--- config.mk ---
export PLATFORM = sky130hd
export DESIGN_NAME = spi_master_sequencer
export DESIGN_NICKNAME = d
export VERILOG_FILES = /design/src/rtl/spi_master_sequencer.sv
export SDC_FILE = /design/constraint.sdc
export NUM_CORES = 1
export LEC_CHECK = 0
export CAP_MARGIN = 20
export CORE_ASPECT_RATIO = 0.7
export CORE_UTILIZATION = 40
export CTS_BUF_LIST = sky130_fd_sc_hd__clkbuf_8
export DETAILED_ROUTE_END_ITERATION = 7
export PLACE_DENSITY = 0.76
export SYNTH_ARGS = -nofsm -noshare
export SYNTH_HDL_FRONTEND = slang
export SYNTH_SLANG_ARGS = --single-unit
--- constraint.sdc ---
create_clock -name clk -period 1.35 [get_ports clk]
set_input_delay 0.27 -clock clk [delete_from_list [all_inputs] [get_ports clk]]
set_output_delay 0.27 -clock clk [all_outputs]
set_load 0.02 [all_outputs]
--- src/rtl/spi_master_sequencer.sv ---
// SPI mode-0 (CPOL=0, CPHA=0, MSB first) master sequencer driving an external
// parallel-load shift register; an output-consistency checker follows the top.
module spi_master_sequencer #(
    parameter int WIDTH = 8,
    parameter int HALF  = 2
) (
    input  logic             clk,
    input  logic             reset_n,
    input  logic             start,
    input  logic [WIDTH-1:0] tx_data,
    input  logic             miso,
    input  logic [WIDTH-1:0] sr_parallel_out,
    output logic [1:0]       sr_mode,
    output logic             sr_en,
    output logic             sr_serial_in,
    output logic             mosi,
    output logic             sclk,
    output logic             cs_n,
    output logic             busy,
    output logic             done,
    output logic [WIDTH-1:0] rx_data
);

    localparam int BW = $clog2(WIDTH + 1);
    localparam int HW = (HALF > 1) ? $clog2(HALF) : 1;

    localparam logic [1:0] MODE_HOLD  = 2'b00;
    localparam logic [1:0] MODE_LEFT  = 2'b10;
    localparam logic [1:0] MODE_PLOAD = 2'b11;

    typedef enum logic [2:0] {
        S_IDLE  = 3'd0,
        S_LOAD  = 3'd1,
        S_SETUP = 3'd2,
        S_HIGH  = 3'd3,
        S_LOW   = 3'd4,
        S_DONE  = 3'd5
    } state_t;

    state_t          state_r;
    state_t          state_s;
    logic [HW-1:0]   half_cnt_r;
    logic [BW-1:0]   bit_cnt_r;
    logic [BW-1:0]   bit_inc_s;
    logic            miso_q_r;
    logic            half_last_s;
    logic            first_high_s;
    logic            enter_low_s;
    logic [1:0]      mode_s;
    logic            en_s;
    logic            sin_s;
    logic            sclk_s;
    logic            cs_n_s;
    logic            busy_s;
    logic            done_s;

    assign half_last_s  = (half_cnt_r == HW'(HALF - 1));
    assign first_high_s = (state_r == S_HIGH) && (half_cnt_r == {HW{1'b0}});
    assign enter_low_s  = (state_r == S_HIGH) && half_last_s;
    assign bit_inc_s    = bit_cnt_r + BW'(1);

    // Next-state selection; timed phases each last HALF clocks
    always_comb begin
        state_s = state_r;
        case (state_r)
            S_IDLE: begin
                if (start) state_s = S_LOAD;
                else       state_s = S_IDLE;
            end
            S_LOAD: state_s = S_SETUP;
            S_SETUP: begin
                if (half_last_s) state_s = S_HIGH;
                else             state_s = S_SETUP;
            end
            S_HIGH: begin
                if (half_last_s) state_s = S_LOW;
                else             state_s = S_HIGH;
            end
            S_LOW: begin
                if (half_last_s) begin
                    if (bit_inc_s < BW'(WIDTH)) state_s = S_HIGH;
                    else                        state_s = S_DONE;
                end else begin
                    state_s = S_LOW;
                end
            end
            S_DONE:  state_s = S_IDLE;
            default: state_s = S_IDLE;
        endcase
    end

    // Output values for the coming cycle, derived from the state being entered
    always_comb begin
        mode_s = MODE_HOLD;
        en_s   = 1'b0;
        sin_s  = 1'b0;
        if (state_s == S_LOAD) begin
            mode_s = MODE_PLOAD;
            en_s   = 1'b1;
        end else if (enter_low_s) begin
            // With HALF=1 the capture edge and the shift-issue edge coincide
            mode_s = MODE_LEFT;
            en_s   = 1'b1;
            sin_s  = first_high_s ? miso : miso_q_r;
        end else begin
            mode_s = MODE_HOLD;
            en_s   = 1'b0;
            sin_s  = 1'b0;
        end
        sclk_s = (state_s == S_HIGH);
        cs_n_s = !((state_s == S_SETUP) || (state_s == S_HIGH) || (state_s == S_LOW));
        busy_s = (state_s != S_IDLE);
        done_s = (state_s == S_DONE);
    end

    // State register and phase/bit counters
    always_ff @(posedge clk) begin
        if (!reset_n) begin
            state_r    <= S_IDLE;
            half_cnt_r <= {HW{1'b0}};
            bit_cnt_r  <= {BW{1'b0}};
            miso_q_r   <= 1'b0;
        end else begin
            state_r <= state_s;
            if ((state_s != state_r) || (state_r == S_IDLE)) begin
                half_cnt_r <= {HW{1'b0}};
            end else begin
                half_cnt_r <= half_cnt_r + HW'(1);
            end
            if (state_r == S_LOAD) begin
                bit_cnt_r <= {BW{1'b0}};
            end else if ((state_r == S_LOW) && half_last_s) begin
                bit_cnt_r <= bit_inc_s;
            end else begin
                bit_cnt_r <= bit_cnt_r;
            end
            if (first_high_s) begin
                miso_q_r <= miso;
            end else begin
                miso_q_r <= miso_q_r;
            end
        end
    end

    // Registered outputs
    always_ff @(posedge clk) begin
        if (!reset_n) begin
            sr_mode      <= MODE_HOLD;
            sr_en        <= 1'b0;
            sr_serial_in <= 1'b0;
            sclk         <= 1'b0;
            cs_n         <= 1'b1;
            busy         <= 1'b0;
            done         <= 1'b0;
            rx_data      <= {WIDTH{1'b0}};
        end else begin
            sr_mode      <= mode_s;
            sr_en        <= en_s;
            sr_serial_in <= sin_s;
            sclk         <= sclk_s;
            cs_n         <= cs_n_s;
            busy         <= busy_s;
            done         <= done_s;
            // The last shift may land on the edge entering DONE, so capture on leaving it
            if (state_r == S_DONE) begin
                rx_data <= sr_parallel_out;
            end else begin
                rx_data <= rx_data;
            end
        end
    end

    assign mosi = cs_n ? 1'b0 : sr_parallel_out[WIDTH-1];

    spi_master_sequencer_chk #(
        .WIDTH (WIDTH)
    ) u_chk (
        .clk     (clk),
        .reset_n (reset_n),
        .tx_data (tx_data),
        .sr_mode (sr_mode),
        .sr_en   (sr_en),
        .mosi    (mosi),
        .sclk    (sclk),
        .cs_n    (cs_n),
        .busy    (busy),
        .done    (done)
    );

endmodule

// Protocol checker: enable/mode pairing, framing, and MOSI tracking of the loaded word.
module spi_master_sequencer_chk #(
    parameter int WIDTH = 8
) (
    input logic             clk,
    input logic             reset_n,
    input logic [WIDTH-1:0] tx_data,
    input logic [1:0]       sr_mode,
    input logic             sr_en,
    input logic             mosi,
    input logic             sclk,
    input logic             cs_n,
    input logic             busy,
    input logic             done
);

    logic [WIDTH-1:0] tx_sh_r;

    // Shadow of the word being shifted out, mirroring the external register
    always_ff @(posedge clk) begin
        if (!reset_n) begin
            tx_sh_r <= {WIDTH{1'b0}};
        end else if (sr_en && (sr_mode == 2'b11)) begin
            tx_sh_r <= tx_data;
        end else if (sr_en && (sr_mode == 2'b10)) begin
            tx_sh_r <= {tx_sh_r[WIDTH-2:0], 1'b0};
        end else begin
            tx_sh_r <= tx_sh_r;
        end
    end

    a_en_mode: assert property (@(posedge clk) disable iff (!reset_n)
        sr_en |-> ((sr_mode == 2'b11) || (sr_mode == 2'b10)));
    a_hold: assert property (@(posedge clk) disable iff (!reset_n)
        !sr_en |-> (sr_mode == 2'b00));
    a_sclk_cs: assert property (@(posedge clk) disable iff (!reset_n)
        sclk |-> !cs_n);
    a_done: assert property (@(posedge clk) disable iff (!reset_n)
        done |-> (busy && cs_n && !sclk));
    a_mosi: assert property (@(posedge clk) disable iff (!reset_n)
        (!cs_n && sclk) |-> (mosi == tx_sh_r[WIDTH-1]));

endmodule
* Word-level counts from Yosys, hierarchy flattened
Index checks and enable logic that the tools add are counted.
** Word-level totals
- Bits in registers :: 25
- Bits of input ports :: 20
- Word-level logic and storage cells :: 53
** Operators by class
- Add/sub/neg operators :: 2
- $lt $le $gt $ge :: 1
- Eq/ne operators :: 11
- Mux-type cells :: 12
- Bitwise operators :: 3
- Reductions and logical operators :: 12
** Operators with widths (number)
- 3-bit case mux with 5 select lines :: 1
- 3-bit by 2-bit == test with 1-bit output (second input constant) :: 4
- 3-bit == test (second input constant) :: 4
- 3-bit two-way mux :: 3
- 3-bit by 1-bit == test with 1-bit output (second input constant) :: 2
- 1-bit two-way mux :: 6
- 4-bit by 1-bit adder with 4-bit output (second input constant) :: 1
- 4-bit < comparator (second input constant) :: 1
- 2-bit two-way mux :: 2
- 2-bit OR reduction :: 2
- 1-bit logical AND :: 3
- 3-bit zero test :: 1
- 1-bit logical OR :: 3
- 3-bit inequality test :: 1
- 1-bit inverter :: 3
- 3-bit nonzero test :: 1
- 3-bit OR reduction :: 1
- 1-bit adder (second input constant) :: 1
- 1-bit zero test :: 1

* Depth between registers and ports, before layout
Gate-level depths: netlist of the first run.
- Word-level depth :: 9
- Depth in mapped cells :: 6

* Least setup slack after synthesis of the first run
No wires, ideal clock.
- Path kind :: register to register
- Start :: register state_r[0]
- End :: register sclk
- Arrival time :: 1.132 ns
- Data required time :: 1.225 ns
- Slack :: 0.093 ns
- Stages on the path, launching flop included :: 6
- Period minus slack after synthesis :: 1.257 ns
- Path through :: dfxtp_1 -> buf_4 -> and4bb_4 -> buf_6 -> o31a_1 -> nor2b_4
** Between the ends
- Longest elaborated chain between the ends :: 3
- Elaborated cells on any way between the ends :: 7
- Those cells by class :: eq/ne: 5; mux: 1; reduce/logical: 1
** Ends and longest elaborated chain
- from (decl) :: line 40 : state_t state_r;
- from (signal assigned) :: line 124 : state_r <= state_s;
- 3-bit == test (tied with other cells) :: line 65 : case (state_r)
- 3-bit case mux with 5 select lines (*) :: line 65
- 3-bit by 2-bit == test with 1-bit output (*) :: line 110 : sclk_s = (state_s == S_HIGH);
- to (signal assigned) :: line 160 : sclk <= sclk_s;
- to (decl) :: line 17 : output logic sclk,
Mark *: on every way between the ends. The rest lies on a longest branch, timed or not.
A chain may end at the register's enable or synchronous reset.

* Final worst setup path of the first run
- Start :: input sr_parallel_out[7]
- End :: output mosi
** Between the ends
- Longest elaborated chain between the ends :: 1
** Ends and longest elaborated chain
- from (decl) :: line 12 : input logic [WIDTH-1:0] sr_parallel_out,
- 1-bit two-way mux :: line 173 : assign mosi = cs_n ? 1'b0 : sr_parallel_out[WIDTH-1];
- to (decl) :: line 16 : output logic mosi,
Every way passes these cells.

==> impl_metrics.sql, run 1 <==
INSERT INTO impl_metrics (metric_group, metric, value, unit) VALUES
('worst_setup_path', 'crit_path_start', 'sr_parallel_out[7]', ''),
('power', 'p_leak', '0.6422', 'nW'),
('synthesis', 'synth-seq-cells', '24', ''),
('global_routing', 'grt_start_max_net_pins', '13', ''),
('synthesis', 'yosysSeqAreaShare', '0.4842', ''),
('run', 'max_cap_violations', '0', ''),
('global_routing', 'antenna_violations_before_repair', '0', ''),
('global_routing', 'first_global_vias', '733', ''),
('detailed_routing', 'detail_route.drc_violations', '0', ''),
('synthesis', 'yosysWarnings', '0', ''),
('placement', 'dp_hpwl', '1.592', 'mm'),
('clocking', 'clock_sinks', '24', ''),
('sta', 'finalSetupViolations', '0', ''),
('die', 'dieArea', '0.002687', 'mm^2'),
('clocking', 'clk_pin_slew', '0.08', 'ns'),
('worst_setup_path', 'regToRegStartpoint', 'bit_cnt_r[0]', ''),
('synthesis', 'post_synth_num_cell_types', '27', ''),
('worst_setup_path', 'largest_stage_delay_worst_path', '0.47', 'ns'),
('synthesis', 'synth-edff-count', '0', ''),
('clocking', 'cts-hold-fix-buffers', '0', ''),
('worst_setup_path', 'critical_path_source_type', 'primary input', ''),
('worst_setup_path', 'critical_path.reg2reg.endpoint', 'state_r[1]', ''),
('synthesis', 'yosys_most_used_dff', 'sky130_fd_sc_hd__dfxtp_1', ''),
('worst_setup_path', 'cpLargestDelayFamily', 'buffers and inverters', ''),
('detailed_routing', 'total_vias_in_the_final_route', '796', ''),
('global_routing', 'globalRouteOverflowTotal', '0', ''),
('detailed_routing', 'vias_per_cell', '4.883', ''),
('synthesis', 'post_synth_instance_area', '992.2', 'um^2'),
('clocking', 'cts_setup_buffers', '0', ''),
('final_layout', 'final_antenna_diode_count', '0', ''),
('worst_setup_path', 'crit_chain', 'clkdlybuf4s50_1, nor2b_1, buf_2', ''),
('sta', 'timing.fmax', '776.4', 'MHz'),
('detailed_routing', 'first_iter_violations', '22', ''),
('clocking', 'tritoncts.num_buffers', '3', ''),
('run_status', 'outcome', 'finished, final reports clean', ''),
('sta', 'setup_repair_after_global_routing_missed_its_margin', 'false', ''),
('die', 'pin_count', '37', ''),
('die', 'num_rows', '14', ''),
('sta', 'finalWorstPathRequiredPeriod', '1.288', 'ns'),
('placement', 'port-buffer-count', '28', ''),
('power', 'peak_supply_drop', '787.2', 'uV'),
('clocking', 'cts_buffer_depth', '2', ''),
('sta', 'finClkSkew', '0.001496', 'ns'),
('worst_setup_path', 'cp.required', '1.08', 'ns'),
('final_layout', 'fin_nets', '154', ''),
('die', 'floorplan.die.height', '43.67', 'um'),
('synthesis', 'syn_area_per_cell', '10.34', 'um^2'),
('sta', 'tightest_slew', '0.3337', 'ns'),
('final_layout', 'flow.area_growth_from_synthesis', '38.84', '%'),
('worst_setup_path', 'ff2ff_setup_slack', '0.08', 'ns'),
('clocking', 'cts_tree', 'done', ''),
('worst_setup_path', 'critPathMaxFanout', '2', ''),
('detailed_routing', 'wl_per_cell', '12.55', 'um'),
('sta', 'finalWorstSetupSlack', '0.06198', 'ns'),
('final_layout', 'final_layout_size_suffix_gt1_frac', '0.1679', ''),
('die', 'die_width', '61.53', 'um'),
('clocking', 'clock-root-buffer', 'sky130_fd_sc_hd__clkbuf_8', ''),
('die', 'start_util', '0.4425', ''),
('power', 'power_per_cell_area', '954.8', 'mW/mm^2'),
('die', 'fp.coreArea', '0.002242', 'mm^2'),
('global_routing', 'global_route_wire_length_before_repair', '3.298', 'mm'),
('clocking', 'insertion_delay', '0.26', 'ns'),
('synthesis', 'post_synth_inst_count', '96', ''),
('clocking', 'cts_resized', '20', ''),
('detailed_routing', 'ant_nets', '0', ''),
('hold_path', 'path_category_of_the_worst_min_delay_check', 'flip-flop to flip-flop', ''),
('placement', 'dpl.cell_count', '160', ''),
('detailed_routing', 'routed_wirelength', '2.046', 'mm'),
('sta', 'max_slew_violation_count', '0', ''),
('placement', 'place.gp.congestion', '0.7980', ''),
('sta', 'number_of_hold_violations_in_the_final_report', '0', '');
-- layer usage --
layer	routed length [um]	GRT usage
met3	145	0.07164
met4	15	0.02667
met5	0	0
met1	927	0.2272
met2	957	0.2688
-- area by class of cell --
class                      count  area, um^2
timing repair buffer          39       350.3
sequential                    24       485.5
tap                           32       40.04
clock buffer                   3       41.29
fill                         211       864.6
multi-input combinational     65       460.4
-- Yosys cell counts (2+ instances only) --
| library cell | instances | share of area |
|---|---|---|
| sky130_fd_sc_hd__nor2_1 | 8 | 0.030 |
| sky130_fd_sc_hd__xor2_1 | 2 | 0.018 |
| sky130_fd_sc_hd__buf_6 | 2 | 0.023 |
| sky130_fd_sc_hd__a21oi_1 | 2 | 0.010 |
| sky130_fd_sc_hd__a211oi_1 | 2 | 0.015 |
| sky130_fd_sc_hd__nand2b_1 | 3 | 0.019 |
| sky130_fd_sc_hd__nand3_1 | 2 | 0.010 |
| sky130_fd_sc_hd__xnor2_1 | 2 | 0.018 |
| sky130_fd_sc_hd__mux2i_1 | 11 | 0.11 |
| sky130_fd_sc_hd__o21ai_0 | 4 | 0.020 |
| sky130_fd_sc_hd__buf_4 | 2 | 0.015 |
| sky130_fd_sc_hd__nor2b_1 | 12 | 0.076 |
| sky130_fd_sc_hd__and3_1 | 3 | 0.019 |
| sky130_fd_sc_hd__buf_2 | 2 | 0.010 |
| sky130_fd_sc_hd__dfxtp_1 | 24 | 0.48 |
| sky130_fd_sc_hd__nand2_1 | 4 | 0.015 |
-- flip-flops by register name, summed over array words and instances, names as in the netlist, 2 cells and up --
register	count
bit_cnt_r	4
state_r	3
rx_data	8
sr_mode	2
-- kinds of logic after synthesis --
logic type | Yosys count | share of synthesized area
and+or+nand+nor | 38 | 0.2358
buffers and inverters | 7 | 0.05169
AOI/OAI and AO/OA | 11 | 0.06936
DFF | 24 | 0.4842
muxes | 11 | 0.1110
adders and majority gates | 1 | 0.01261
xor gates and xnor gates | 4 | 0.03532
-- cells in the final DEF (no fill, tap or decap), drive strengths merged --
cell type and n:
nor3b 2, and4bb 1, clkdlybuf4s50 11, o21ai 4, o31a 1, dlygate4sd2 16
buf 12, nor2b 13, xor2 2, dfxtp 24, nand2b 3, and3 3
clkbuf 3, o21a 1, a21oi 2, xnor2 2, mux2i 11, ha 1
nor4b 1, a211oi 2, nand3 2, a22oi 1, nor2 8, nand3b 1
nand2 4
-- worst min path at each step --
| stage | startpoint | end | slack, ns | cells past startpoint |
|---|---|---|---|---|
| floorplan | reset_n | miso_q_r | 0.40 | 1 |
| global placement | miso_q_r | sr_serial_in | 0.48 | 1 |
| detailed placement | miso_q_r | sr_serial_in | 0.48 | 1 |
| CTS | miso_q_r | sr_serial_in | 0.49 | 1 |
| global route | miso_q_r | sr_serial_in | 0.53 | 1 |
| finish | miso_q_r | sr_serial_in | 0.50 | 1 |
-- report_power, final --
group | switching [W] | leakage [nW] | total (W) | internal [W]
clock network | 0.000201 | 0.0216 | 0.000400 | 0.000199
logic | 0.0000733 | 0.424 | 0.000169 | 0.0000953
registers | 0.0000188 | 0.196 | 0.000747 | 0.000728
total | 0.000293 | 0.642 | 0.00132 | 0.00102
-- per-stage QoR --
step           hold slack, ns  cell area, um^2  utilization  total power (W)
6_report               0.4970             1378       0.6144         0.001315
5_1_grt                0.5325             1378       0.6144         0.001373
4_1_cts                0.4949             1373       0.6122         0.001328
3_5_place_dp           0.4763             1356       0.6049        0.0009407
3_3_place_gp           0.4775             1356       0.6049        0.0009354
2_1_floorplan          0.3982            992.2            -        0.0008404
(Power assumes the default switching activity.)
==> run 2: changes to the inputs <==
PLACE_DENSITY = 0.84   (was 0.76)
==> impl_metrics.sql, run 2 (synthesis gave the netlist of run 1 again) <==
INSERT INTO impl_metrics (metric_group, metric, value, unit) VALUES
('power', 'peak_supply_drop', '484.6', 'uV'),
('clocking', 'tritoncts.num_buffers', '3', ''),
('detailed_routing', 'drt-pass1-iter-count', '4', ''),
('sta', 'fin_crit_sh', '0.9535', ''),
('detailed_routing', 'first_iter_violations', '14', ''),
('final_layout', 'layout_top_registers', 'rx_data (8), bit_cnt_r (4), state_r (3)', ''),
('worst_setup_path', 'critical_path_source_type', 'primary input', ''),
('placement', 'dp_hpwl', '1.490', 'mm'),
('sta', 'fin_tns_setup', '0', 'ns'),
('worst_setup_path', 'reg2regPathDepth', '5', ''),
('clocking', 'clock_sinks', '24', ''),
('placement', 'port-buffer-count', '28', ''),
('die', 'floorplan.die.height', '43.67', 'um'),
('placement', 'place.gp.congestion', '0.7654', ''),
('clocking', 'cts_tree', 'done', ''),
('detailed_routing', 'routed_wirelength', '2.051', 'mm'),
('worst_setup_path', 'cp.required', '1.08', 'ns'),
('power', 'p_int', '0.001015', 'W'),
('power', 'combinational_group_share_of_total_power', '0.123', ''),
('final_layout', 'number_of_flip_flops_in_the_largest_register', '8', ''),
('sta', 'finalWorstPathRequiredPeriod', '1.287', 'ns'),
('power', 'design_power_total', '0.001307', 'W'),
('global_routing', 'grt_use_met1', '0.2241', ''),
('sta', 'timing.fmax', '776.9', 'MHz'),
('global_routing', 'grt_util_all_layers', '0.1722', ''),
('power', 'net-switching-power', '0.0002923', 'W'),
('sta', 'timing.max_slew.rel_slack', '0.8000', ''),
('sta', 'finalSetupViolations', '0', ''),
('detailed_routing', 'wl_per_cell', '12.82', 'um'),
('worst_setup_path', 'critPathKind', 'primary input to output port', ''),
('final_layout', 'final_core_utilization', '0.6004', ''),
('sta', 'finClkSkew', '0.002322', 'ns'),
('global_routing', 'globalRouteOverflowTotal', '0', ''),
('worst_setup_path', 'critical_path.reg2reg.endpoint', 'bit_cnt_r[2]', ''),
('placement', 'dpl.cell_count', '157', ''),
('die', 'die_width', '61.53', 'um'),
('power', 'p_seq_frac', '0.571', ''),
('sta', 'max_slew_violation_count', '0', ''),
('sta', 'setup_repair_after_global_routing_missed_its_margin', 'false', ''),
('global_routing', 'antenna_violations_before_repair', '0', ''),
('clocking', 'cts_buffer_depth', '2', ''),
('die', 'fp.coreArea', '0.002242', 'mm^2'),
('global_routing', 'grt.busiest_layer', 'met2', ''),
('final_layout', 'max_flop_register', 'rx_data', ''),
('run_status', 'outcome', 'finished, final reports clean', ''),
('clocking', 'htreeDepth', '1', ''),
('power', 'power_per_cell_area', '970.9', 'mW/mm^2'),
('worst_setup_path', 'regToRegStartpoint', 'state_r[1]', ''),
('final_layout', 'fin_nets', '151', ''),
('final_layout', 'mostFrequentLayoutCell', 'sky130_fd_sc_hd__dfxtp_1', ''),
('global_routing', 'grt_start_max_net_pins', '15', ''),
('final_layout', 'final_layout_size_suffix_gt1_frac', '0.1484', ''),
('clocking', 'clock-root-buffer', 'sky130_fd_sc_hd__clkbuf_8', ''),
('worst_setup_path', 'critPathMaxFanout', '2', ''),
('final_layout', 'flow.area_growth_from_synthesis', '35.69', '%'),
('detailed_routing', 'total_vias_in_the_final_route', '757', ''),
('die', 'num_rows', '14', ''),
('final_layout', 'final_cell_mix', '21 x sky130_fd_sc_hd__dfxtp_1, 16 x sky130_fd_sc_hd__dlygate4sd2_1, 12 x sky130_fd_sc_hd__nor2b_1, 11 x sky130_fd_sc_hd__mux2i_1, 11 x sky130_fd_sc_hd__clkdlybuf4s50_1', ''),
('worst_setup_path', 'setup.worst_path.end', 'mosi', ''),
('global_routing', 'met3_resource_use_gr', '0.05373', ''),
('hold_path', 'path_category_of_the_worst_min_delay_check', 'flip-flop to flip-flop', ''),
('sta', 'number_of_hold_violations_in_the_final_report', '0', ''),
('die', 'start_util', '0.4425', ''),
('final_layout', 'finish.cell_count_without_fillers', '160', ''),
('worst_setup_path', 'cp.arrival', '1.02', 'ns'),
('run', 'max_cap_violations', '0', ''),
('clocking', 'clk_pin_slew', '0.07', 'ns'),
('detailed_routing', 'vias_per_cell', '4.731', ''),
('die', 'pin_count', '37', ''),
('detailed_routing', 'ant_nets', '0', ''),
('final_layout', 'final_antenna_diode_count', '0', ''),
('power', 'p_sw_frac', '0.2236', ''),
('global_routing', 'first_global_vias', '761', ''),
('worst_setup_path', 'ff2ff_setup_slack', '0.07', 'ns'),
('global_routing', 'grt.met2_usage', '0.2624', ''),
('sta', 'tightest_slew', '0.2991', 'ns'),
('die', 'dieArea', '0.002687', 'mm^2'),
('detailed_routing', 'detail_route.drc_violations', '0', ''),
('power', 'p_leak', '0.6213', 'nW'),
('global_routing', 'global_route_wire_length_before_repair', '3.339', 'mm'),
('clocking', 'insertion_delay', '0.26', 'ns'),
('worst_setup_path', 'kind_of_end_point_of_the_critical_path', 'output port', ''),
('worst_setup_path', 'crit_path_start', 'sr_parallel_out[7]', ''),
('power', 'clock_power_share', '0.305', '');
## run 2: layout make-up
cell class,instances,area [um^2]
Multi-Input combinational cell,65,465.4
Timing Repair Buffer,36,315.3
Sequential cell,24,484.2
Fill cell,209,895.9
Tap cell,32,40.04
Clock buffer,3,41.29
## run 2: how the worst min path moves through the flow
stage,cells past startpoint,slack [ns],end,from
finish,1,0.50,sr_serial_in,miso_q_r
global route,1,0.53,sr_serial_in,miso_q_r
CTS,1,0.51,sr_serial_in,miso_q_r
detailed placement,1,0.49,sr_serial_in,miso_q_r
global placement,1,0.48,sr_serial_in,miso_q_r
floorplan,1,0.40,miso_q_r,reset_n
## run 2: per-layer routing
metal / up-vias / share of wire
li1: 388 / -
met1: 345 / 0.47
met2: 22 / 0.47
met3: 2 / 0.043
met4: 0 / 0.013
met5: - / 0
## run 2: worst max-delay path: stages
cell and delay, ns:
sky130_fd_sc_hd__clkdlybuf4s50_1 0.47, sky130_fd_sc_hd__nor2b_1 0.11, sky130_fd_sc_hd__buf_2 0.16
## run 2: power by group through the flow
stage | Combinational, W | Sequential [W] | Clock [W]
final | 0.000161 | 0.000747 | 0.000399
after global routing | 0.000175 | 0.000749 | 0.000450
after CTS | 0.000158 | 0.000744 | 0.000415
after detailed placement | 0.000167 | 0.000761 | 0
after global placement | 0.000164 | 0.000759 | 0
after floorplan | 0.0000752 | 0.000765 | 0
## run 2: through the flow
| stage | instance area (um^2) | hold slack (ns) | worst slack (ns) |
|---|---|---|---|
| after detailed placement | 1321 | 0.4865 | -0.3960 |
| after global routing | 1346 | 0.5267 | 0.02034 |
| after global placement | 1321 | 0.4753 | -0.3805 |
| after floorplan | 992.2 | 0.3982 | 0.09282 |
| final | 1346 | 0.5028 | 0.06283 |
| after CTS | 1338 | 0.5096 | 0.007050 |
## run 2: what timing repair did
item | CTS | global route
resized for setup | 20 | 4
setup endpoints to repair | 17 | 4
hold buffers | 0 | 0
gates cloned | 0 | 0
setup buffers | 0 | 0
==> run 3: changes to the inputs <==
ABC_CLOCK_PERIOD_IN_PS = 1350   (was not set)
CORE_MARGIN = 4   (was not set)
==> impl_metrics.sql, run 3 (synthesis gave the netlist of run 1 again) <==
INSERT INTO impl_metrics (metric_group, metric, value, unit) VALUES
('run_status', 'outcome', 'finished, final reports clean', ''),
('sta', 'timing.fmax', '771.6', 'MHz'),
('final_layout', 'fin_nets', '154', ''),
('sta', 'finalWorstPathRequiredPeriod', '1.296', 'ns'),
('final_layout', 'final_design_area_no_fill', '0.001394', 'mm^2'),
('sta', 'finalSetupViolations', '0', ''),
('detailed_routing', 'ant_nets', '0', ''),
('sta', 'max_slew_violation_count', '0', ''),
('final_layout', 'number_of_flip_flops_in_the_largest_register', '8', ''),
('clocking', 'htreeDepth', '1', ''),
('worst_setup_path', 'crit_path_start', 'sr_parallel_out[7]', ''),
('global_routing', 'grt_util_all_layers', '0.1427', ''),
('power', 'power_per_cell_area', '940.3', 'mW/mm^2'),
('placement', 'place.gp.congestion', '0.8531', ''),
('final_layout', 'num-fill-cells', '198', ''),
('clocking', 'clock_sinks', '24', ''),
('die', 'dieArea', '0.003354', 'mm^2'),
('die', 'floorplan.die.height', '49.67', 'um'),
('die', 'die_width', '67.53', 'um'),
('clocking', 'cts_tree', 'done', ''),
('final_layout', 'final_antenna_diode_count', '0', ''),
('placement', 'placedInstanceArea', '0.001356', 'mm^2'),
('global_routing', 'global_route_wire_length_before_repair', '3.629', 'mm'),
('hold_path', 'holdPathEnd', 'sr_serial_in', ''),
('final_layout', 'finish.cell_count_without_fillers', '163', ''),
('worst_setup_path', 'critical_path.reg2reg.endpoint', 'bit_cnt_r[2]', ''),
('worst_setup_path', 'critPathMaxFanout', '2', ''),
('global_routing', 'first_global_vias', '803', ''),
('sta', 'whs', '0.4907', 'ns'),
('final_layout', 'max_flop_register', 'rx_data', ''),
('hold_path', 'hold_depth', '1', ''),
('die', 'start_util', '0.4391', ''),
('global_routing', 'antenna_violations_before_repair', '0', ''),
('detailed_routing', 'drt-pass1-iter-count', '4', ''),
('worst_setup_path', 'critPathKind', 'primary input to output port', ''),
('power', 'design_power_total', '0.001311', 'W'),
('clocking', 'insertion_delay', '0.26', 'ns'),
('hold_path', 'hold_path_startpoint', 'miso_q_r', ''),
('global_routing', 'globalRouteOverflowTotal', '0', ''),
('detailed_routing', 'first_iter_violations', '15', ''),
('placement', 'port-buffer-count', '28', ''),
('clocking', 'clk_pin_slew', '0.07', 'ns'),
('power', 'p_leak', '0.6437', 'nW'),
('detailed_routing', 'routed_wirelength', '2.143', 'mm'),
('worst_setup_path', 'slowest_stage', 'sky130_fd_sc_hd__clkdlybuf4s50_1', ''),
('worst_setup_path', 'kind_of_end_point_of_the_critical_path', 'output port', ''),
('sta', 'setup_repair_after_global_routing_missed_its_margin', 'false', ''),
('worst_setup_path', 'regToRegStartpoint', 'state_r[1]', ''),
('clocking', 'clock-root-buffer', 'sky130_fd_sc_hd__clkbuf_8', ''),
('detailed_routing', 'detail_route.drc_violations', '0', ''),
('placement', 'dp_hpwl', '1.697', 'mm'),
('sta', 'finClkSkew', '0.002159', 'ns'),
('hold_path', 'path_category_of_the_worst_min_delay_check', 'flip-flop to flip-flop', ''),
('final_layout', 'mostFrequentLayoutCell', 'sky130_fd_sc_hd__dfxtp_1', ''),
('sta', 'timing.max_slew.rel_slack', '0.7832', ''),
('global_routing', 'grt_start_max_net_pins', '13', ''),
('final_layout', 'final_layout_size_suffix_gt1_frac', '0.1832', ''),
('worst_setup_path', 'reg2regPathDepth', '5', ''),
('sta', 'fin_crit_sh', '0.9600', ''),
('worst_setup_path', 'crit_chain', 'clkdlybuf4s50_1, nor2b_2, buf_4', ''),
('final_layout', 'final-seq-area', '484.2', 'um^2'),
('placement', 'dpl.cell_count', '160', ''),
('worst_setup_path', 'cp.required', '1.08', 'ns'),
('run', 'max_cap_violations', '0', ''),
('worst_setup_path', 'cp.arrival', '1.03', 'ns'),
('die', 'pin_count', '37', ''),
('clocking', 'tritoncts.num_buffers', '3', ''),
('detailed_routing', 'vias_per_cell', '4.791', ''),
('final_layout', 'layout_top_registers', 'rx_data (8), bit_cnt_r (4), state_r (3)', ''),
('sta', 'number_of_hold_violations_in_the_final_report', '0', ''),
('detailed_routing', 'wl_per_cell', '13.15', 'um'),
('power', 'peak_supply_drop', '461.1', 'uV'),
('worst_setup_path', 'ff2ff_setup_slack', '0.10', 'ns'),
('sta', 'tightest_slew', '0.3207', 'ns'),
('final_layout', 'flow.area_growth_from_synthesis', '40.48', '%'),
('die', 'num_rows', '14', ''),
('worst_setup_path', 'critical_path_source_type', 'primary input', ''),
('final_layout', 'multi_input_logic_area', '475.5', 'um^2'),
('die', 'fp.coreArea', '0.002260', 'mm^2'),
('detailed_routing', 'total_vias_in_the_final_route', '781', ''),
('clocking', 'cts_buffer_depth', '2', ''),
('worst_setup_path', 'largest_stage_delay_worst_path', '0.47', 'ns'),
('final_layout', 'final_cell_mix', '21 x sky130_fd_sc_hd__dfxtp_1, 16 x sky130_fd_sc_hd__dlygate4sd2_1', '');
## run 3: cell types whose count changed in the layout (fill, tap and decap cells not counted)
cell / delta
sky130_fd_sc_hd__nor2b_1: -1
sky130_fd_sc_hd__a22oi_2: -1
sky130_fd_sc_hd__xor2_2: +1
sky130_fd_sc_hd__nand3_2: +1
sky130_fd_sc_hd__buf_2: -1
sky130_fd_sc_hd__buf_12: +1
sky130_fd_sc_hd__a22oi_1: +1
sky130_fd_sc_hd__nor2b_2: +1
sky130_fd_sc_hd__xor2_1: -1
sky130_fd_sc_hd__buf_4: +3
sky130_fd_sc_hd__nand3_1: -1
## run 3: area by class of cell
type / instances / share of cell area
Sequential cell: 24 / 0.3474
Tap cell: 32 / 0.02873
Multi-Input combinational cell: 65 / 0.3411
Timing Repair Buffer: 39 / 0.2531
Clock buffer: 3 / 0.02962
## run 3: critical path, delay by kind of cell
| family | cells | cell delay [ns] |
|---|---|---|
| buffers and inverters | 2 | 0.61 |
| and+or+nand+nor | 1 | 0.14 |
## run 3: worst max-delay path by stage
stage | end | slack (ns)
2_1_floorplan | sclk | 0.09
5_1_grt | state_r[1] | 0.007
6_report | mosi | 0.05
3_3_place_gp | mosi | -0.39
4_1_cts | state_r[1] | 0.006
3_5_place_dp | mosi | -0.43
## run 3: metrics by stage
step / setup WS (ns) / TNS, ns / util
2_1_floorplan: 0.09282 / 0 / -
3_3_place_gp: -0.3888 / -0.4991 / 0.6002
3_5_place_dp: -0.4262 / -0.5577 / 0.6002
4_1_cts: 0.005822 / 0 / 0.6074
5_1_grt: 0.007012 / 0 / 0.6168
6_report: 0.05403 / 0 / 0.6168
## run 3: repair_timing
| item | CTS | global route |
|---|---|---|
| pin swaps | 0 | 0 |
| buffers inserted | 0 | 0 |
| hold buffers | 0 | 0 |
| resized for setup | 20 | 7 |
| endpoints found under the setup margin | 17 | 8 |
## run 3: power by group
part | switching [W] | leakage (nW) | total [W] | internal, W
Combinational | 0.0000723 | 0.426 | 0.000168 | 0.0000955
Clock | 0.000196 | 0.0216 | 0.000395 | 0.000199
Sequential | 0.0000198 | 0.196 | 0.000748 | 0.000728
## run 3: layer usage
metal,up-vias,track usage,part of all wire
li1,394,-,-
met1,370,0.1708,0.46
met3,0,0.04773,0.043
met4,0,0.02020,0
met2,17,0.2488,0.50
met5,-,0,0
